### src/rtl/ctl_pkg.sv
// Shared definitions for the multicycle control unit: opcode constants,
// FSM state encoding and the datapath select encodings.
package ctl_pkg;

  // Opcodes decoded in DECODE (instruction[31:26])
  localparam logic [5:0] OP_RTYPE = 6'b000000;
  localparam logic [5:0] OP_LW    = 6'b100011;
  localparam logic [5:0] OP_SW    = 6'b101011;
  localparam logic [5:0] OP_BEQ   = 6'b000100;
  localparam logic [5:0] OP_J     = 6'b000010;

  // alu_op encodings sent to the ALU control unit
  localparam logic [1:0] ALU_ADD   = 2'b00;
  localparam logic [1:0] ALU_SUB   = 2'b01;
  localparam logic [1:0] ALU_FUNCT = 2'b10;

  // alu_src_b encodings
  localparam logic [1:0] SRCB_REG    = 2'b00;
  localparam logic [1:0] SRCB_FOUR   = 2'b01;
  localparam logic [1:0] SRCB_IMM    = 2'b10;
  localparam logic [1:0] SRCB_IMM_SH = 2'b11;

  // pc_source encodings
  localparam logic [1:0] PCSRC_ALU    = 2'b00;
  localparam logic [1:0] PCSRC_ALUOUT = 2'b01;
  localparam logic [1:0] PCSRC_JUMP   = 2'b10;

  // FETCH is encoded as zero so the debug state port reads FETCH in reset
  typedef enum logic [3:0] {
    S_FETCH     = 4'd0,
    S_DECODE    = 4'd1,
    S_MEM_ADDR  = 4'd2,
    S_MEM_READ  = 4'd3,
    S_MEM_WB    = 4'd4,
    S_MEM_WRITE = 4'd5,
    S_EXECUTE   = 4'd6,
    S_R_WB      = 4'd7,
    S_BRANCH    = 4'd8,
    S_JUMP      = 4'd9
  } state_t;

endpackage

### src/rtl/multicycle_control_unit.sv
// Moore-style control FSM for a classic multicycle MIPS datapath.
// Optional build macro MEM_WAIT_EN: FETCH, MEM_READ and MEM_WRITE stall
// until mem_ready=1; otherwise mem_ready is ignored.
module multicycle_control_unit
  import ctl_pkg::*;
(
  input  logic       clk,
  input  logic       rst_n,
  input  logic [5:0] opcode,
  input  logic       mem_ready,
  output logic       pc_write,
  output logic       pc_write_cond,
  output logic       i_or_d,
  output logic       mem_read,
  output logic       mem_write,
  output logic       ir_write,
  output logic       mem_to_reg,
  output logic       reg_write,
  output logic       reg_dst,
  output logic       alu_src_a,
  output logic [1:0] alu_op,
  output logic [1:0] alu_src_b,
  output logic [1:0] pc_source,
  output logic       illegal_op,
  output logic [3:0] state
);

  state_t state_q;
  state_t state_d;
  logic   ready;

`ifdef MEM_WAIT_EN
  assign ready = mem_ready;
`else
  logic unused_mem_ready;
  assign unused_mem_ready = mem_ready;
  assign ready            = 1'b1;
`endif

  // State register with synchronous active-low reset
  // NOTE: sequential state uses non-blocking assignments so every flop
  // samples its inputs from the same pre-edge values.
  always_ff @(posedge clk) begin
    if (!rst_n) state_q <= S_FETCH;
    else        state_q <= state_d;
  end

  // Next-state and output decode from the current state; reset forces all outputs low
  always_comb begin
    // NOTE: every signal written here gets a default first, so no path
    // through the case can leave one unassigned and infer a latch.
    state_d       = state_q;
    pc_write      = 1'b0;
    pc_write_cond = 1'b0;
    i_or_d        = 1'b0;
    mem_read      = 1'b0;
    mem_write     = 1'b0;
    ir_write      = 1'b0;
    mem_to_reg    = 1'b0;
    reg_write     = 1'b0;
    reg_dst       = 1'b0;
    alu_src_a     = 1'b0;
    alu_op        = ALU_ADD;
    alu_src_b     = SRCB_REG;
    pc_source     = PCSRC_ALU;
    illegal_op    = 1'b0;
    state         = state_q;

    case (state_q)
      S_FETCH: begin
        mem_read  = 1'b1;
        ir_write  = ready;
        pc_write  = ready;
        alu_src_b = SRCB_FOUR;
        alu_op    = ALU_ADD;
        pc_source = PCSRC_ALU;
        state_d   = ready ? S_DECODE : S_FETCH;
      end
      S_DECODE: begin
        alu_src_b = SRCB_IMM_SH;
        alu_op    = ALU_ADD;
        case (opcode)
          OP_LW, OP_SW: state_d = S_MEM_ADDR;
          OP_RTYPE:     state_d = S_EXECUTE;
          OP_BEQ:       state_d = S_BRANCH;
          OP_J:         state_d = S_JUMP;
          default: begin
            state_d    = S_FETCH;
            illegal_op = 1'b1;
          end
        endcase
      end
      S_MEM_ADDR: begin
        alu_src_a = 1'b1;
        alu_src_b = SRCB_IMM;
        alu_op    = ALU_ADD;
        state_d   = (opcode == OP_LW) ? S_MEM_READ : S_MEM_WRITE;
      end
      S_MEM_READ: begin
        mem_read = 1'b1;
        i_or_d   = 1'b1;
        state_d  = ready ? S_MEM_WB : S_MEM_READ;
      end
      S_MEM_WB: begin
        reg_write  = 1'b1;
        mem_to_reg = 1'b1;
        state_d    = S_FETCH;
      end
      S_MEM_WRITE: begin
        mem_write = 1'b1;
        i_or_d    = 1'b1;
        state_d   = ready ? S_FETCH : S_MEM_WRITE;
      end
      S_EXECUTE: begin
        alu_src_a = 1'b1;
        alu_src_b = SRCB_REG;
        alu_op    = ALU_FUNCT;
        state_d   = S_R_WB;
      end
      S_R_WB: begin
        reg_write = 1'b1;
        reg_dst   = 1'b1;
        state_d   = S_FETCH;
      end
      S_BRANCH: begin
        alu_src_a     = 1'b1;
        alu_src_b     = SRCB_REG;
        alu_op        = ALU_SUB;
        pc_write_cond = 1'b1;
        pc_source     = PCSRC_ALUOUT;
        state_d       = S_FETCH;
      end
      S_JUMP: begin
        pc_write  = 1'b1;
        pc_source = PCSRC_JUMP;
        state_d   = S_FETCH;
      end
      default: state_d = S_FETCH;
    endcase

    if (!rst_n) begin
      pc_write      = 1'b0;
      pc_write_cond = 1'b0;
      i_or_d        = 1'b0;
      mem_read      = 1'b0;
      mem_write     = 1'b0;
      ir_write      = 1'b0;
      mem_to_reg    = 1'b0;
      reg_write     = 1'b0;
      reg_dst       = 1'b0;
      alu_src_a     = 1'b0;
      alu_op        = 2'b00;
      alu_src_b     = 2'b00;
      pc_source     = 2'b00;
      illegal_op    = 1'b0;
      state         = 4'd0;
    end
  end

endmodule

### config.mk
export PLATFORM = sky130hd
export DESIGN_NAME = multicycle_control_unit
export DESIGN_NICKNAME = d
export VERILOG_FILES = /design/src/rtl/ctl_pkg.sv /design/src/rtl/multicycle_control_unit.sv
export SDC_FILE = /design/constraint.sdc
export NUM_CORES = 1
export LEC_CHECK = 0
export CORE_MARGIN = 3
export CORE_UTILIZATION = 34
export CTS_CLUSTER_SIZE = 28
export DETAILED_ROUTE_END_ITERATION = 6
export PLACE_DENSITY = 0.76
export SKIP_CTS_REPAIR_TIMING = 1
export SYNTH_ARGS = -nofsm -noshare
export SYNTH_HDL_FRONTEND = slang
export SYNTH_SLANG_ARGS = --single-unit
### constraint.sdc
create_clock -name clk -period 2.05 [get_ports clk]
set_input_delay 0.615 -clock clk [delete_from_list [all_inputs] [get_ports clk]]
set_output_delay 0.615 -clock clk [all_outputs]
set_load 0.005 [all_outputs]
# Yosys cells after proc, flatten, opt, wreduce, memory -nomap -nowiden
# Cells that the tools add are included.
[totals] regBits=4 in_bits=9 wordCells=56
[classes] mux=33 n_reduce_logical=9 n_eq_ne=13
[op_table] op="1-bit 2-to-1 mux" count=23
[op_table] op="4-bit one-hot mux with 5 select lines" count=1
[op_table] op="4-bit by 3-bit == test with 1-bit output (second input constant)" count=4
[op_table] op="4-bit one-hot mux with 4 select lines" count=1
[op_table] op="6-bit == test (second input constant)" count=2
[op_table] op="2-bit OR reduction" count=5
[op_table] op="4-bit by 2-bit == test with 1-bit output (second input constant)" count=2
[op_table] op="4-bit == test (second input constant)" count=2
[op_table] op="2-bit one-hot mux with 2 select lines" count=2
[op_table] op="6-bit by 2-bit == test with 1-bit output (second input constant)" count=1
[op_table] op="6-bit by 3-bit == test with 1-bit output (second input constant)" count=1
[op_table] op="6-bit logical NOT" count=1
[op_table] op="2-bit 2-to-1 mux" count=3
[op_table] op="2-bit one-hot mux with 3 select lines" count=1
[op_table] op="5-bit OR reduction" count=1
[op_table] op="4-bit by 1-bit == test with 1-bit output (second input constant)" count=1
[op_table] op="4-bit logical NOT" count=1
[op_table] op="4-bit 2-to-1 mux" count=1
[op_table] op="3-bit 2-to-1 mux" count=1
[op_table] op="3-bit OR reduction" count=1

# Depth between registers and ports, before layout
# Gate-level depths: netlist (run 1).
[depth] word_depth=5 mapped_depth=5

# Least setup slack after synthesis (run 1)
# No wires, ideal clock.
[synth_timing] path_kind="input to output" startpoint="input port rst_n" endpoint="output port illegal_op" stages=3 path_buffers=0 required_time_ns=1.435 path_slack_ns=0.049 arrival_time_ns=1.386 path_cell_list="or3b_4 or2_1 a21oi_1"
[synth_between] elab_chain_cells=1
[synth_lines] element="start, declared" line_no="multicycle_control_unit.sv:8" source="input logic rst_n,"
[synth_lines] element="1-bit 2-to-1 mux" line_no="multicycle_control_unit.sv:141" source="if (!rst_n) begin"
[synth_lines] element="end, declared" line_no="multicycle_control_unit.sv:24" source="output logic illegal_op,"
# Every way passes these cells.

# Worst setup path after layout (run 1)
# Same ends and word-level chain as after synthesis.

==> run summary, run 1 <==
Synth Register Bits = 4
clock sinks = 4
status = complete, but fails checks
top cell type's share of synthesized area = 17.4%
Required @ worst endpoint = 1430 ps
final-stage net count = 131
area delta synth->final = 131%
number of global-route vias before repair = 656
Tot GR Track Use = 20.8%
CP Capture Type = primary output
Synth Cell Area = 459 µm²
element type at the critical path start = input pin
DR DRC count = 0
GP Congestion = 0.759
# rows = 12
worst hold endpoint = state_q[2]
Worst R2R End = state_q[2]
fin crit period = 2150 ps
top cell type by total area after synthesis = dfxtp_1
FMAX = 0.464 GHz
largest net degree at the start of global routing = 11
chip height = 42.8 µm
Main synth FF type = dfxtp_1
I/O Buffers = 28
EDFF count, synth = 0
top cells by area, synth = dfxtp_1 17%, nor3_1 8.7%, nor2_1 8.2%, nand2b_1 6.8%, a21oi_1 6.5%
vias after detailed routing = 739
share of cells above drive strength 1 = 45.0%
reg2reg start = state_q[1]
drt wl/cell = 16.5 µm
R2R Setup Slk = 570 ps
CP Class = in -> out
max cap viols = 0
drt first pass iters = 4
CTS tree = yes
CORE AREA = 1190 µm²
critical path's largest stage delay = 380 ps
Mapped Nets = 79
DIE WIDTH = 42.8 µm
failing checks = negative setup slack
ANT cells = 0
ratio of total power to cell area = 290 nW/µm²
Netlist cell types = 29
Final setup viols = 1
via-per-instance ratio = 5.51
Num CTS Buffers = 3
worst hold path cell count = 2
slowest stage cell, crit path = or3b_4
Design Area, Final = 1060 µm²
first-pass GRT wire length = 2990 µm
largest register by flop count = state_q
Ys Warns = 0
H-tree levels = 1
fin crit share = 105%
DIE AREA = 1830 µm²
Least-Margin Pin Slew = 286 ps
min-delay src = state_q[0]
Tightest Hold Check Type = reg -> reg
Setup WS post-layout = -103 ps
Starting Density = 38.7%
post-synthesis sequential area ratio = 17.4%
biggest regs = state_q: 4 flops
Post-DP Area = 900 µm²
worst r2r path cells = 5
max reg flops = 4
Reg clk slew, reported paths = 40 ps
Synth async-reset ratio = 0%
WL final = 2210 µm
Max Transition Viols Final = 0
Setup Skew = 10.7 ps
crit path DAT = 1540 ps
Static Leak = 0.747 nW
total I/O pin count = 30
Final Hold Viols = 0
RSZ-0062 raised after global routing = true
Root Driver = clkbuf_4
post-route ant nets = 0
GR Overflow Total = 0
final core occ = 89.3%
Final HPWL DP = 1390 µm
Cells after Synth = 70
CP Cell Sequence = buf_6, or3b_4, or2_4, a21oi_2, buf_2
top fanout value on the critical path = 2
Clk Latency, worst-skew pair = 240 ps
initial antenna violation count = 0
Peak supply drop = 0.000426 V
DRT iter0 DRCs = 19
Rel. slew slack = 80.7%
CTS Buffer Depth = 2
synthesized area per cell = 6.56 µm²
-- worst max-delay path: cells and delay by family --
kind / cells / cell delay (ps)
AO/OA/AOI/OAI: 1 / 90
buffers and inverters: 2 / 190
AND/OR/NAND/NOR: 2 / 640
-- worst max-delay path by stage --
stage	startpoint	end	slack [ps]	cells past startpoint
global route	rst_n	illegal_op	-140	5
floorplan	rst_n	illegal_op	50	3
CTS	rst_n	illegal_op	-960	5
detailed placement	rst_n	illegal_op	-930	5
finish	rst_n	illegal_op	-100	5
global placement	rst_n	illegal_op	-910	5
-- power by group --
| part | total, mW | switching, mW | internal [mW] | leakage (nW) |
|---|---|---|---|---|
| registers | 0.0851 | 0.00489 | 0.0802 | 0.0331 |
| logic | 0.118 | 0.0513 | 0.0664 | 0.700 |
| clock network | 0.104 | 0.0385 | 0.0659 | 0.0138 |
| total | 0.307 | 0.0946 | 0.212 | 0.747 |
-- metal layers --
metal / wire length (µm) / GRT usage [%] / vias up
met4: 25 / 0 / 0
met3: 144 / 5.08 / 4
met1: 870 / 26.3 / 359
li1: - / - / 347
met2: 1170 / 37.1 / 29
met5: 0 / 0 / -
-- metrics by stage --
step	setup TNS [ps]	power (mW)	hold slack (ps)	std cells	setup WS (ps)
2_1_floorplan	0	0.119	597	70	49.0
3_3_place_gp	-13770	0.188	594	129	-915
3_5_place_dp	-14460	0.191	611	129	-933
4_1_cts	-14070	0.291	623	132	-959
5_1_grt	-201	0.325	612	134	-140
6_report	-103	0.307	567	134	-103
-- cell usage after synthesis, drive strengths merged (2+ instances only) --
| cell | instances |
|---|---|
| a21oi | 6 |
| and2 | 4 |
| clkbuf | 4 |
| dfxtp | 4 |
| inv | 2 |
| nand2 | 5 |
| nand2b | 5 |
| nand3b | 3 |
| nor2 | 10 |
| nor3 | 8 |
| nor4 | 2 |
| xnor2 | 2 |
-- area by class of cell --
cell class | count | area (µm²)
Multi-Input combinational cell | 59 | 424
Tap cell | 14 | 17.5
Inverter | 2 | 7.51
Clock buffer | 3 | 22.5
Sequential cell | 4 | 83.8
Fill cell | 58 | 126
Timing Repair Buffer | 52 | 504
-- logic make-up (layout without fill, tap and decap cells) --
kind of cell	Yosys count	in the layout	synth area share (%)
AOI/OAI and AO/OA	11	11	14.4
DFF	4	4	17.4
buffers and inverters	7	57	6.54
xor gates and xnor gates	3	3	5.72
and+or+nand+nor	45	45	55.9
-- placed cells by master, fill, tap and decap left out, types with 2 or more instances in the layout --
master	n
buf_2	4
clkbuf_4	3
xnor2_1	2
buf_6	5
and2_2	2
nand2_1	5
dlymetal6s2s_1	21
inv_1	2
nor2_4	2
nor3_1	3
nor3_2	5
nor2_1	6
a21oi_1	4
nand2b_1	4
nor2_2	2
dfxtp_1	3
buf_4	20
nand3b_1	3
a21oi_2	2
No activity file was read; power rests on OpenSTA's default activity.
==> run 2: changes to the inputs <==
--- a/config.mk
+++ b/config.mk
@@ -5,10 +5,11 @@
 export SDC_FILE = /design/constraint.sdc
 export NUM_CORES = 1
 export LEC_CHECK = 0
-export CORE_MARGIN = 3
 export CORE_UTILIZATION = 34
 export CTS_CLUSTER_SIZE = 28
 export DETAILED_ROUTE_END_ITERATION = 6
+export GPL_TIMING_DRIVEN = 0
+export MAX_ROUTING_LAYER = met4
 export PLACE_DENSITY = 0.76
 export SKIP_CTS_REPAIR_TIMING = 1
 export SYNTH_ARGS = -nofsm -noshare
==> run 2 against run 1 <==
Cell area shrank 5.0%. Critical path depth is the same. Highest routed layer is now met3. Cell count fell by 9.7%. Utilization fell by 4.4 points. The run still ends with negative setup slack left. Critical endpoint unchanged. Die area is 18% lower. Routed wire length is 15% lower. Register-to-register slack better by 40 ps. First-iteration DRC count increased by 47%. Flip-flop and latch count is the same. Clock power shrank 4%. Sequential share of layout area grew 0.91 points. Clock skew down 3.7 ps.
==> run summary, run 2 (synthesis gave the netlist of run 1 again) <==
Post-DP Area = 757 µm² (was 900 µm²)
max reg flops = 4 (unchanged)
Setup crit start = rst_n (unchanged)
chip height = 38.8 µm (was 42.8 µm)
Final HPWL DP = 1030 µm (was 1390 µm)
Rel. slew slack = 78.8% (was 80.7%)
ratio of total power to cell area = 287 nW/µm² (was 290 nW/µm²)
Tot GR Track Use = 21.1% (was 20.8%)
Setup WS post-layout = -203 ps (was -103 ps)
DR DRC count = 0 (unchanged)
CP Capture Point = illegal_op (unchanged)
GP Congestion = 0.809 (was 0.759)
fin crit share = 110% (was 105%)
clock sinks = 4 (unchanged)
post-route ant nets = 0 (unchanged)
CP Capture Type = primary output (unchanged)
Reg clk slew, reported paths = 40 ps (about the same)
reg2reg start = state_q[2] (was state_q[1])
Required @ worst endpoint = 1430 ps (about the same)
element type at the critical path start = input pin (unchanged)
leading cell type in the layout, fill and taps excluded = dlymetal6s2s_1 (unchanged)
WL final = 1890 µm (was 2210 µm)
Num CTS Buffers = 3 (unchanged)
Setup Skew = 6.99 ps (was 10.7 ps)
I/O Buffers = 28 (unchanged)
# rows = 12 (unchanged)
Design Area, Final = 1010 µm² (was 1060 µm²)
initial antenna violation count = 0 (unchanged)
top fanout value on the critical path = 9 (was 2)
DRT iter0 DRCs = 28 (was 19)
total design power = 0.289 mW (was 0.307 mW)
DIE WIDTH = 38.8 µm (was 42.8 µm)
total I/O pin count = 30 (unchanged)
slowest stage cell, crit path = or3b_4 (unchanged)
Clk Latency, worst-skew pair = 240 ps (about the same)
worst r2r path cells = 3 (was 5)
crit path DAT = 1640 ps (was 1540 ps)
CP bufs+invs = 2 (unchanged)
area delta synth->final = 119% (was 131%)
FMAX = 0.444 GHz (was 0.464 GHz)
vias after detailed routing = 674 (was 739)
cell family with most CP delay = simple AND/OR/NAND/NOR gates (unchanged)
status = complete, but fails checks (unchanged)
Max Transition Viols Final = 0 (unchanged)
most frequent cells in the layout = 17 x dlymetal6s2s_1, 7 x nor2_1, 6 x buf_4, 6 x a21oi_1 (was 21 x dlymetal6s2s_1, 20 x buf_4, 6 x nor2_1)
fin crit period = 2250 ps (was 2150 ps)
Root Driver = clkbuf_4 (unchanged)
Final setup viols = 4 (was 1)
largest register by flop count = state_q (unchanged)
final-stage net count = 118 (was 131)
CP Cell Sequence = buf_12, or3b_4, or2_1, a21oi_1, dlymetal6s2s_1 (was buf_6, or3b_4, or2_4, a21oi_2, buf_2)
RSZ-0062 raised after global routing = true (unchanged)
Peak supply drop = 0.000419 V (was 0.000426 V)
setup TNS = -312 ps (was -103 ps)
CTS Buffer Depth = 2 (unchanged)
CTS tree = yes (unchanged)
H-tree levels = 1 (unchanged)
R2R Setup Slk = 610 ps (was 570 ps)
biggest regs = state_q: 4 flops (unchanged)
drt first pass iters = 4 (unchanged)
max cap viols = 0 (unchanged)
CORE AREA = 1190 µm² (unchanged)
Filler cells = 67 (was 58)
Static Leak = 0.627 nW (was 0.747 nW)
failing checks = negative setup slack (unchanged)
drt wl/cell = 15.6 µm (was 16.5 µm)
CP Class = in -> out (unchanged)
Final Hold Viols = 0 (unchanged)
CP Depth = 5 (unchanged)
largest net degree at the start of global routing = 11 (unchanged)
GR Overflow Total = 0 (unchanged)
ANT cells = 0 (unchanged)
worst hold slack = 669 ps (was 567 ps)
DIE AREA = 1500 µm² (was 1830 µm²)
via-per-instance ratio = 5.57 (was 5.51)
Least-Margin Pin Slew = 315 ps (was 286 ps)
Tightest Hold Check Type = reg -> reg (unchanged)
share of cells above drive strength 1 = 40.2% (was 45.0%)
critical path's largest stage delay = 410 ps (was 380 ps)
Starting Density = 38.7% (unchanged)
first-pass GRT wire length = 2130 µm (was 2990 µm)
Worst R2R End = state_q[3] (was state_q[2])
number of global-route vias before repair = 483 (was 656)
## run 2: changes by cell type in the layout (fill, tap and decap cells not counted), moves of 3 or more
cell	change
clkdlybuf4s50_1	+4
buf_4	-14
buf_2	-3
dlymetal6s2s_1	-4
## run 2: final cells by class
class | instances | area, µm² | area share [%]
buffer | 5 | 56.3 | 5.59
clock buffer | 3 | 22.5 | 2.24
inverter | 2 | 7.51 | 0.745
multi-input combinational | 59 | 442 | 43.9
sequential | 4 | 88.8 | 8.82
tap | 14 | 17.5 | 1.74
timing repair buffer | 34 | 373 | 37.0
## run 2: how the worst min path moves through the flow
| stage | end | slack (ps) | from | cells past startpoint |
|---|---|---|---|---|
| 2_1_floorplan | state_q[2] | 600 | state_q[1] | 4 |
| 4_1_cts | state_q[2] | 650 | state_q[1] | 4 |
| 3_3_place_gp | state_q[2] | 650 | state_q[1] | 4 |
| 3_5_place_dp | state_q[2] | 650 | state_q[1] | 4 |
| 6_report | state_q[2] | 670 | state_q[1] | 4 |
| 5_1_grt | state_q[3] | 720 | state_q[0] | 3 |
## run 2: worst min-delay path: cells and delay by family (launching register included)
kind / cells / cell delay (ps)
flip-flops: 1 / 360
AO/OA/AOI/OAI: 3 / 170
AND/OR/NAND/NOR: 1 / 90
## run 2: routing by layer
metal	vias up	global-route usage, %	share of wire [%]
met3	0	6.94	6.5
met1	326	30.2	40
met4	0	3.45	0
li1	319	-	-
met2	29	28.7	54
met5	-	-	0
## run 2: where the power goes
| part | total [mW] | internal, mW | switching (mW) |
|---|---|---|---|
| logic | 0.105 | 0.0578 | 0.0473 |
| clock network | 0.100 | 0.0656 | 0.0348 |
| registers | 0.0836 | 0.0791 | 0.00454 |
| total | 0.289 | 0.202 | 0.0866 |
## run 2: per-stage QoR
step,setup WS (ps),utilization [%],cells
global placement,-1160,63.8,112
floorplan,49.0,-,70
CTS,-1150,65.7,115
detailed placement,-1140,63.8,112
global route,-240,84.9,121
finish,-203,84.9,121
